[src/rtl/mips31_pkg.sv]
// mips31_pkg
// Shared definitions for the 31-instruction MIPS subset:
//   - opcode / funct field encodings
//   - one-hot bit positions of the decoded instruct vector (controller uses these too)
//   - fetch/decode FSM state type
package mips31_pkg;

  // Primary opcode field [31:26]
  localparam logic [5:0] OP_RTYPE = 6'h00;
  localparam logic [5:0] OP_J     = 6'h02;
  localparam logic [5:0] OP_JAL   = 6'h03;
  localparam logic [5:0] OP_BEQ   = 6'h04;
  localparam logic [5:0] OP_BNE   = 6'h05;
  localparam logic [5:0] OP_ADDI  = 6'h08;
  localparam logic [5:0] OP_ADDIU = 6'h09;
  localparam logic [5:0] OP_SLTI  = 6'h0A;
  localparam logic [5:0] OP_SLTIU = 6'h0B;
  localparam logic [5:0] OP_ANDI  = 6'h0C;
  localparam logic [5:0] OP_ORI   = 6'h0D;
  localparam logic [5:0] OP_XORI  = 6'h0E;
  localparam logic [5:0] OP_LUI   = 6'h0F;
  localparam logic [5:0] OP_LW    = 6'h23;
  localparam logic [5:0] OP_SW    = 6'h2B;

  // Function field [5:0] for R-type words
  localparam logic [5:0] FN_SLL  = 6'h00;
  localparam logic [5:0] FN_SRL  = 6'h02;
  localparam logic [5:0] FN_SRA  = 6'h03;
  localparam logic [5:0] FN_SLLV = 6'h04;
  localparam logic [5:0] FN_SRLV = 6'h06;
  localparam logic [5:0] FN_SRAV = 6'h07;
  localparam logic [5:0] FN_JR   = 6'h08;
  localparam logic [5:0] FN_ADD  = 6'h20;
  localparam logic [5:0] FN_ADDU = 6'h21;
  localparam logic [5:0] FN_SUB  = 6'h22;
  localparam logic [5:0] FN_SUBU = 6'h23;
  localparam logic [5:0] FN_AND  = 6'h24;
  localparam logic [5:0] FN_OR   = 6'h25;
  localparam logic [5:0] FN_XOR  = 6'h26;
  localparam logic [5:0] FN_NOR  = 6'h27;
  localparam logic [5:0] FN_SLT  = 6'h2A;
  localparam logic [5:0] FN_SLTU = 6'h2B;

  // One-hot positions in instruct; bit 31 is reserved and never set
  localparam int ADD_I   = 0;
  localparam int ADDU_I  = 1;
  localparam int SUB_I   = 2;
  localparam int SUBU_I  = 3;
  localparam int AND_I   = 4;
  localparam int OR_I    = 5;
  localparam int XOR_I   = 6;
  localparam int NOR_I   = 7;
  localparam int SLT_I   = 8;
  localparam int SLTU_I  = 9;
  localparam int SLL_I   = 10;
  localparam int SRL_I   = 11;
  localparam int SRA_I   = 12;
  localparam int SLLV_I  = 13;
  localparam int SRLV_I  = 14;
  localparam int SRAV_I  = 15;
  localparam int JR_I    = 16;
  localparam int ADDI_I  = 17;
  localparam int ADDIU_I = 18;
  localparam int ANDI_I  = 19;
  localparam int ORI_I   = 20;
  localparam int XORI_I  = 21;
  localparam int LW_I    = 22;
  localparam int SW_I    = 23;
  localparam int BEQ_I   = 24;
  localparam int BNE_I   = 25;
  localparam int SLTI_I  = 26;
  localparam int SLTIU_I = 27;
  localparam int LUI_I   = 28;
  localparam int J_I     = 29;
  localparam int JAL_I   = 30;

  typedef enum logic [1:0] {
    ST_IDLE    = 2'd0,
    ST_REQ     = 2'd1,
    ST_EXEC    = 2'd2,
    ST_BACKOFF = 2'd3
  } fetch_state_t;

endpackage

[src/rtl/mips31_decode.sv]
// mips31_decode
// Purely combinational decoder: instruction word -> one-hot instruct vector.
// Ports:
//   i_word   [31:0] instruction word
//   o_onehot [31:0] one-hot decode, all zero for an unsupported word
module mips31_decode
  import mips31_pkg::*;
(
  input  logic [31:0] i_word,
  output logic [31:0] o_onehot
);

  logic [5:0] w_op;
  logic [5:0] w_funct;
  logic       w_unused;

  assign w_op     = i_word[31:26];
  assign w_funct  = i_word[5:0];
  // Register/immediate fields are irrelevant to the decode
  assign w_unused = ^i_word[25:6];

  // R-type words select on funct, everything else selects on op;
  // anything unmatched leaves the vector all zero.
  always_comb begin
    o_onehot = '0;
    case (w_op)
      OP_RTYPE: begin
        case (w_funct)
          FN_ADD:  o_onehot[ADD_I]  = 1'b1;
          FN_ADDU: o_onehot[ADDU_I] = 1'b1;
          FN_SUB:  o_onehot[SUB_I]  = 1'b1;
          FN_SUBU: o_onehot[SUBU_I] = 1'b1;
          FN_AND:  o_onehot[AND_I]  = 1'b1;
          FN_OR:   o_onehot[OR_I]   = 1'b1;
          FN_XOR:  o_onehot[XOR_I]  = 1'b1;
          FN_NOR:  o_onehot[NOR_I]  = 1'b1;
          FN_SLT:  o_onehot[SLT_I]  = 1'b1;
          FN_SLTU: o_onehot[SLTU_I] = 1'b1;
          FN_SLL:  o_onehot[SLL_I]  = 1'b1;
          FN_SRL:  o_onehot[SRL_I]  = 1'b1;
          FN_SRA:  o_onehot[SRA_I]  = 1'b1;
          FN_SLLV: o_onehot[SLLV_I] = 1'b1;
          FN_SRLV: o_onehot[SRLV_I] = 1'b1;
          FN_SRAV: o_onehot[SRAV_I] = 1'b1;
          FN_JR:   o_onehot[JR_I]   = 1'b1;
          default: o_onehot = '0;
        endcase
      end
      OP_ADDI:  o_onehot[ADDI_I]  = 1'b1;
      OP_ADDIU: o_onehot[ADDIU_I] = 1'b1;
      OP_ANDI:  o_onehot[ANDI_I]  = 1'b1;
      OP_ORI:   o_onehot[ORI_I]   = 1'b1;
      OP_XORI:  o_onehot[XORI_I]  = 1'b1;
      OP_LW:    o_onehot[LW_I]    = 1'b1;
      OP_SW:    o_onehot[SW_I]    = 1'b1;
      OP_BEQ:   o_onehot[BEQ_I]   = 1'b1;
      OP_BNE:   o_onehot[BNE_I]   = 1'b1;
      OP_SLTI:  o_onehot[SLTI_I]  = 1'b1;
      OP_SLTIU: o_onehot[SLTIU_I] = 1'b1;
      OP_LUI:   o_onehot[LUI_I]   = 1'b1;
      OP_J:     o_onehot[J_I]     = 1'b1;
      OP_JAL:   o_onehot[JAL_I]   = 1'b1;
      default:  o_onehot = '0;
    endcase
  end

endmodule

[src/rtl/instr_fetch_decode.sv]
// instr_fetch_decode
// Fetch/decode stage ahead of the single-cycle controller. Owns the PC, fetches
// one word at a time over a req/ack handshake with timeout + retry, latches and
// decodes the word, then gives the datapath a one-cycle exec_en commit strobe.
// Ports:
//   i_clk, i_rst_n        clock, synchronous active-low reset
//   o_imem_req/o_imem_addr fetch request and address (address = pc)
//   i_imem_ack/i_imem_rdata memory response
//   i_next_pc             PC of the following instruction, taken at end of exec
//   o_pc, o_instr         current PC and raw latched instruction word
//   o_instruct            one-hot decode of o_instr
//   o_exec_en, o_illegal  commit strobe, and illegal-word flag alongside it
//   o_fetch_err           one-cycle pulse when a fetch times out
module instr_fetch_decode
  import mips31_pkg::*;
#(
  parameter logic [31:0] RESET_PC = 32'h0040_0000,
  parameter int unsigned TIMEOUT  = 255
) (
  input  logic        i_clk,
  input  logic        i_rst_n,
  output logic        o_imem_req,
  output logic [31:0] o_imem_addr,
  input  logic        i_imem_ack,
  input  logic [31:0] i_imem_rdata,
  input  logic [31:0] i_next_pc,
  output logic [31:0] o_pc,
  output logic [31:0] o_instr,
  output logic [31:0] o_instruct,
  output logic        o_exec_en,
  output logic        o_illegal,
  output logic        o_fetch_err
);

  localparam logic [7:0] LAST_COUNT = 8'(TIMEOUT - 1);

  fetch_state_t r_state;
  logic [31:0]  r_pc;
  logic [31:0]  r_instr;
  logic [31:0]  r_instruct;
  logic [7:0]   r_count;
  logic         r_imem_req;
  logic         r_exec_en;
  logic [31:0]  w_onehot;
  logic         w_expire;

  mips31_decode u_decode (
    .i_word   (i_imem_rdata),
    .o_onehot (w_onehot)
  );

  // The timeout fires only if no ack shows up in the final wait cycle, so
  // this has to look at the live ack rather than be precomputed a cycle early.
  assign w_expire = (r_state == ST_REQ) && !i_imem_ack && (r_count == LAST_COUNT);

  // Fetch FSM. req/exec_en are registered alongside the state transitions so
  // they line up exactly with REQ and EXEC.
  always_ff @(posedge i_clk) begin
    if (!i_rst_n) begin
      r_state    <= ST_IDLE;
      r_pc       <= RESET_PC;
      r_instr    <= '0;
      r_instruct <= '0;
      r_count    <= '0;
      r_imem_req <= 1'b0;
      r_exec_en  <= 1'b0;
    end else begin
      case (r_state)
        ST_IDLE: begin
          r_count    <= '0;
          r_imem_req <= 1'b1;
          r_state    <= ST_REQ;
        end
        ST_REQ: begin
          if (i_imem_ack) begin
            r_instr    <= i_imem_rdata;
            r_instruct <= w_onehot;
            r_count    <= '0;
            r_imem_req <= 1'b0;
            r_exec_en  <= 1'b1;
            r_state    <= ST_EXEC;
          end else if (r_count == LAST_COUNT) begin
            r_count    <= '0;
            r_imem_req <= 1'b0;
            r_state    <= ST_BACKOFF;
          end else begin
            r_count <= r_count + 8'd1;
          end
        end
        ST_EXEC: begin
          // Illegal words advance too; the controller simply sees no bit set.
          r_pc       <= i_next_pc;
          r_count    <= '0;
          r_exec_en  <= 1'b0;
          r_imem_req <= 1'b1;
          r_state    <= ST_REQ;
        end
        ST_BACKOFF: begin
          r_count    <= '0;
          r_imem_req <= 1'b1;
          r_state    <= ST_REQ;
        end
        default: begin
          r_count    <= '0;
          r_imem_req <= 1'b0;
          r_exec_en  <= 1'b0;
          r_state    <= ST_IDLE;
        end
      endcase
    end
  end

  assign o_imem_req  = r_imem_req;
  assign o_imem_addr = r_pc;
  assign o_pc        = r_pc;
  assign o_instr     = r_instr;
  assign o_instruct  = r_instruct;
  assign o_exec_en   = r_exec_en;
  assign o_illegal   = r_exec_en && (r_instruct == 32'd0);
  assign o_fetch_err = w_expire;

endmodule

[config.mk]
export PLATFORM = sky130hd
export DESIGN_NAME = instr_fetch_decode
export DESIGN_NICKNAME = d
export VERILOG_FILES = /design/src/rtl/mips31_pkg.sv /design/src/rtl/mips31_decode.sv /design/src/rtl/instr_fetch_decode.sv
export SDC_FILE = /design/constraint.sdc
export NUM_CORES = 1
export LEC_CHECK = 0
export ABC_AREA = 0
export CORE_MARGIN = 8
export CORE_UTILIZATION = 44
export DETAILED_ROUTE_END_ITERATION = 7
export GPL_ROUTABILITY_DRIVEN = 0
export HOLD_SLACK_MARGIN = 0.05
export PLACE_DENSITY = 0.87
export SYNTH_ARGS = -nofsm -noshare
export SYNTH_HDL_FRONTEND = slang
export SYNTH_SLANG_ARGS = --single-unit
[constraint.sdc]
create_clock -name i_clk -period 4.1 [get_ports i_clk]
set_clock_uncertainty 0.2 [all_clocks]
set_input_delay 0.82 -clock i_clk [delete_from_list [all_inputs] [get_ports i_clk]]
set_output_delay 0.82 -clock i_clk [all_outputs]
set_load 0.05 [all_outputs]
# After elaboration in Yosys (flattened, before gate mapping)
# Index checks and enable logic that the tools add are counted.
classes:
  n_addsub: 1
  n_eq_ne: 36
  n_mux: 43
  n_reduce_logical: 12
ops:
  columns: ["cell", "count"]
  rows:
  - ["6-bit equality test (second input constant)", 12]
  - ["6-bit by 4-bit equality test with 1-bit output (second input constant)", 9]
  - ["1-bit 2-to-1 mux", 34]
  - ["32-bit logical NOT", 1]
  - ["6-bit by 3-bit equality test with 1-bit output (second input constant)", 5]
  - ["6-bit by 2-bit equality test with 1-bit output (second input constant)", 4]
  - ["17-bit 2-to-1 mux", 1]
  - ["8-bit 2-to-1 mux", 2]
  - ["8-bit one-hot mux with 2 select lines", 1]
  - ["6-bit logical NOT", 2]
  - ["8-bit by 1-bit adder with 8-bit output (second input constant)", 1]
  - ["8-bit equality test (second input constant)", 1]
  - ["2-bit equality test (second input constant)", 2]
  - ["2-bit 2-to-1 mux", 2]
  - ["1-bit one-hot mux with 2 select lines", 2]
  - ["2-bit one-hot mux with 2 select lines", 1]
  - ["2-bit AND reduction", 2]
  - ["1-bit logical AND", 3]
  - ["3-bit by 2-bit != test with 1-bit output (second input constant)", 1]
  - ["3-bit OR reduction", 1]
  - ["2-bit by 1-bit equality test with 1-bit output (second input constant)", 1]
  - ["2-bit logical NOT", 1]
  - ["2-bit != test (second input constant)", 1]
  - ["2-bit nonzero test", 1]
  - ["1-bit logical NOT", 1]
word_totals:
  regBits: 107
  input_bits: 67
  output_inout_bits: 132
  wordCells: 99

# Depth between registers and ports, before layout
depth:
  ltp_word: 4
  mapped_depth: 8
  ltp_nobuf: 5

# Hierarchy
# From an unflattened synthesis, not the netlist that was laid out.
unflattened:
  cells_unflattened: 541
  area_unflattened_um2: 4598.2
by_module_without_submodules:
  columns: ["module", "instances", "cells_per_inst", "area_each_um2"]
  rows:
  - ["instr_fetch_decode", 1, 484, 4184.0]
  - ["mips31_decode", 1, 57, 414.1]

# Least setup slack after synthesis
# Ideal clock, no wire load.
synth_timing:
  path_kind: "input -> output"
  startpoint: "input i_imem_ack"
  endpoint: "output o_fetch_err"
  arrival_ns: 2.507
  t_required_ns: 3.080
  slack_ns: 0.573
  cell_stages: 2
  path_cell_list: "buf_2 > nor4_1"
synth_via:
  elab_chain_len: 3
synth_rtl:
  columns: ["element", "line_no", "source"]
  rows:
  - ["start: declaration", "instr_fetch_decode.sv:24", "input logic i_imem_ack,"]
  - ["1-bit logical NOT", "instr_fetch_decode.sv:54", "assign w_expire = (r_state == ST_REQ) && !i_imem_ack && (r_count == LAST_COUNT);"]
  - ["1-bit logical AND (2 in series)", "instr_fetch_decode.sv:54", null]
  - ["end: declaration", "instr_fetch_decode.sv:32", "output logic o_fetch_err"]
# Every way passes these cells.

# Worst setup path in the final report
layout_timing:
  startpoint: "register r_exec_en, in the netlist o_exec_en"
  endpoint: "output o_illegal"
layout_via:
  elab_chain_len: 1
layout_rtl:
  columns: ["element", "line_no", "source"]
  rows:
  - ["start: declaration", "instr_fetch_decode.sv:43", "logic r_exec_en;"]
  - ["start signal: assignment", "instr_fetch_decode.sv:66", "r_exec_en <= 1'b0;"]
  - ["start signal: assignment", "instr_fetch_decode.sv:80", "r_exec_en <= 1'b1;"]
  - ["start signal: assignment", "instr_fetch_decode.sv:94", "r_exec_en <= 1'b0;"]
  - ["1-bit logical AND", "instr_fetch_decode.sv:119", "assign o_illegal = r_exec_en && (r_instruct == 32'd0);"]
  - ["end: declaration", "instr_fetch_decode.sv:31", "output logic o_illegal,"]
# Every way passes these cells.

==> key figures <==
Critical path
  – Sort of element at the end of the critical path: primary output
  – WP data required: 3.08 ns
  – Crit Path Category: register to primary output
  – Depth of the worst register-to-register path: 5
  – Maximum fanout along the worst path: 4
  – Arr. time, crit path: 2.25 ns
  – Nature of the critical path startpoint: register

Power and ir drop
  – Leakage power figure: 0.00213 uW
  – Maximum ir drop on the vdd rail: 0.213 mV
  – P_int: 1450 uW
  – Switch share: 30.7%
  – Logic gate share of total power: 19.3%
  – Ratio of total power to cell area: 338 nW/um^2
  – Net switching component of the power: 643 uW
  – Clock share of power: 28.8%
  – Sequential fraction of design power: 52.0%

GRT
  – Aggregate global routing overflow: 0
  – Initial antenna violation count: 0
  – First-pass GRT wire length: 20300 um
  – Aggregate global-route resource usage: 19.1%
  – Vias in the first global route: 3899
  – Pin count of the biggest net entering global routing: 39

Synth
  – Synth Warn #: 0
  – Synth top area cells: sky130_fd_sc_hd__dfxtp_1, sky130_fd_sc_hd__nand2_1, sky130_fd_sc_hd__mux2i_1, sky130_fd_sc_hd__buf_4, sky130_fd_sc_hd__a21oi_1
  – Most frequent cell after synthesis: sky130_fd_sc_hd__dfxtp_1
  – Number of synthesized flops with an enable pin: 0
  – Most common library cells after synthesis: sky130_fd_sc_hd__dfxtp_1, sky130_fd_sc_hd__nand2_1, sky130_fd_sc_hd__nor2_1, sky130_fd_sc_hd__a21oi_1, sky130_fd_sc_hd__buf_4
  – Unique masters post-synth: 43
  – Post-synthesis sequential element count: 107
  – Post-synthesis cell type with the largest combined area: sky130_fd_sc_hd__dfxtp_1
  – Most used flip-flop cell after synthesis: sky130_fd_sc_hd__dfxtp_1
  – Cell count after synthesis: 472
  – Post-Synthesis Cell Area: 4230 sq um
  – Avg Synthesized Cell Area: 8.95 sq um
  – Net count of the mapped netlist: 543
  – Async set-or-reset flop fraction in the synthesized netlist: 0%
  – Top-area cell type share of the netlist area: 50.7%
  – Part of the Yosys area used for sequential elements: 50.7%

Floorplan
  – Starting density of the core: 45.5%
  – Top-Level Pins: 199
  – Die Height: 114 um
  – Area of the die: 13000 sq um
  – Cell Rows: 35
  – Std-Cell Core Area: 9280 sq um
  – Horizontal extent of the die: 114 um

Finish
  – Area growth, synth to finish: 46.8%
  – Ant diodes: 0
  – Share of final-layout standard cells stronger than drive strength 1: 4.92%
  – NumNets Final: 696
  – Post-route core utilization: 66.8%

Detailed routing
  – Via count: 3848
  – DR pass1 iterations: 4
  – Final antenna-violating net count: 0
  – Drt initial violations: 227
  – Average vias per placed instance: 5.07
  – DR WL/cell: 17.2 um
  – DRC errors left: 0
  – Overall routed net length: 13000 um

CTS
  – Cell at the root of the clock tree: sky130_fd_sc_hd__clkbuf_8
  – Number of levels the H-tree was split into: 3
  – Post-CTS Hold Buffers: 0
  – # Post-CTS Setup Buffers: 0
  – Inserted Clock Buffers: 9
  – Number of buffers on the longest clock path: 2
  – Resize count post-CTS: 0
  – Clock sinks: 107
  – Clock transition at the registers of the reported paths: 0.10 ns
  – Clock latency of the later-clocked register in the worst-skew pair: 0.34 ns
  – Clock tree from TritonCTS: yes

STA
  – Post-route fraction of the period consumed by the critical path: 79.8%
  – Final worst path period need: 3.27 ns
  – Accumulated negative setup slack: 0 ns
  – Slew at the pin closest to its max-slew limit: 1.07 ns
  – Maximum operating frequency: 305 MHz
  – Final worst-path setup slack: 0.827 ns
  – Max Transition Viols Final: 0
  – Relative slew margins: 28.4%
  – Final Hold Vio Count: 0
  – RSZ-0062 raised after global routing: no
  – Final-report setup violation count: 0

Min path
  – Hold Path Cell Cnt: 2
  – Hold WC Path Type: register to register

Job
  – Max cap viols: 0

Run status
  – Outcome: finished clean

Placement
  – Buffers added on ports: 197
  – Placement-stage worst setup slack: 1.07 ns
  – Placed wire-length estimate after detailed placement: 10200 um
==> cell families after synthesis <==
group / synth area share (%)
other: 0.0888
adder cells (fa/ha/maj): 1.18
buffers and inverters: 9.45
multiplexers: 7.58
XOR/XNOR: 0.622
AND/OR/NAND/NOR: 19.4
AO/OA/AOI/OAI: 11.0
flip-flops: 50.7
==> state kept, by name (all words and copies together), names as in the netlist <==
signal       count
o_instr         32
r_state          2
o_exec_en        1
o_imem_addr     32
o_instruct      31
r_count          8
o_imem_req       1
==> power groups by stage <==
stage	clock network, uW	registers (uW)	logic, uW
global placement	0	1110	399
global route	662	1090	426
finish	603	1090	404
floorplan	0	1210	151
detailed placement	0	1110	404
CTS	619	1090	405
==> area by class of cell <==
class | count | area (sq um)
inverters | 9 | 33.8
fillers | 743 | 3080
well taps | 129 | 161
flip-flops and latches | 107 | 2140
repair buffers | 201 | 2000
multi-input cells | 297 | 1690
clock buffers | 9 | 124
clock inverters | 7 | 53.8
==> worst paths after layout <==
check / startpoint / to / slack [ns]
setup / recovery: o_exec_en / o_illegal / 0.83
hold / removal: o_instr[17] / o_instr[17] / 0.26
setup reg to reg: r_state[1] / o_instruct[29] / 1.88
hold reg to reg: o_instr[17] / o_instr[17] / 0.26
==> critical path, stage by stage (launching register included) <==
cell and delay, ns:
sky130_fd_sc_hd__dfxtp_1 0.44, sky130_fd_sc_hd__nor4b_1 0.42, sky130_fd_sc_hd__nand4_1 0.14, sky130_fd_sc_hd__nor2_1 0.11, sky130_fd_sc_hd__clkdlybuf4s50_1 0.80
==> placed cells by master (no fill, tap or decap), types with 2 or more instances in the layout <==
master / netlist / layout
sky130_fd_sc_hd__a32o_1: 5 / 5
sky130_fd_sc_hd__o21ai_0: 5 / 5
sky130_fd_sc_hd__a22o_1: 3 / 3
sky130_fd_sc_hd__buf_4: 34 / 5
sky130_fd_sc_hd__clkbuf_8: 0 / 9
sky130_fd_sc_hd__ha_1: 4 / 3
sky130_fd_sc_hd__a21oi_1: 36 / 36
sky130_fd_sc_hd__nor4_1: 8 / 8
sky130_fd_sc_hd__inv_1: 9 / 8
sky130_fd_sc_hd__clkinv_2: 0 / 2
sky130_fd_sc_hd__nand3_1: 9 / 9
sky130_fd_sc_hd__nor2_1: 45 / 45
sky130_fd_sc_hd__or3_1: 4 / 4
sky130_fd_sc_hd__inv_6: 0 / 5
sky130_fd_sc_hd__nor4b_1: 2 / 2
sky130_fd_sc_hd__nand2_1: 93 / 93
sky130_fd_sc_hd__nand4_1: 6 / 6
sky130_fd_sc_hd__nand4b_1: 2 / 2
sky130_fd_sc_hd__dfxtp_1: 107 / 107
sky130_fd_sc_hd__nand3_2: 2 / 2
sky130_fd_sc_hd__mux2i_1: 32 / 32
sky130_fd_sc_hd__xor2_1: 2 / 2
sky130_fd_sc_hd__o21ai_1: 19 / 19
sky130_fd_sc_hd__clkdlybuf4s50_1: 0 / 196
==> metrics by stage <==
stage / power (uW) / area [sq um] / hold slack [ns] / cells
2_1_floorplan: 1360 / 4230 / 0.253 / 472
3_3_place_gp: 1510 / 6030 / 0.242 / 743
3_5_place_dp: 1520 / 6030 / 0.248 / 743
4_1_cts: 2110 / 6200 / 0.260 / 759
5_1_grt: 2180 / 6200 / 0.281 / 759
6_report: 2100 / 6200 / 0.257 / 759
==> metal layers <==
metal	wire length [um]	up-vias	track usage, %
li1	-	1868	-
met2	6640	157	34.4
met3	1270	10	6.81
met1	4990	1813	20.6
met5	0	-	0
met4	135	0	5.41
Power figures use the tool's default switching activity.
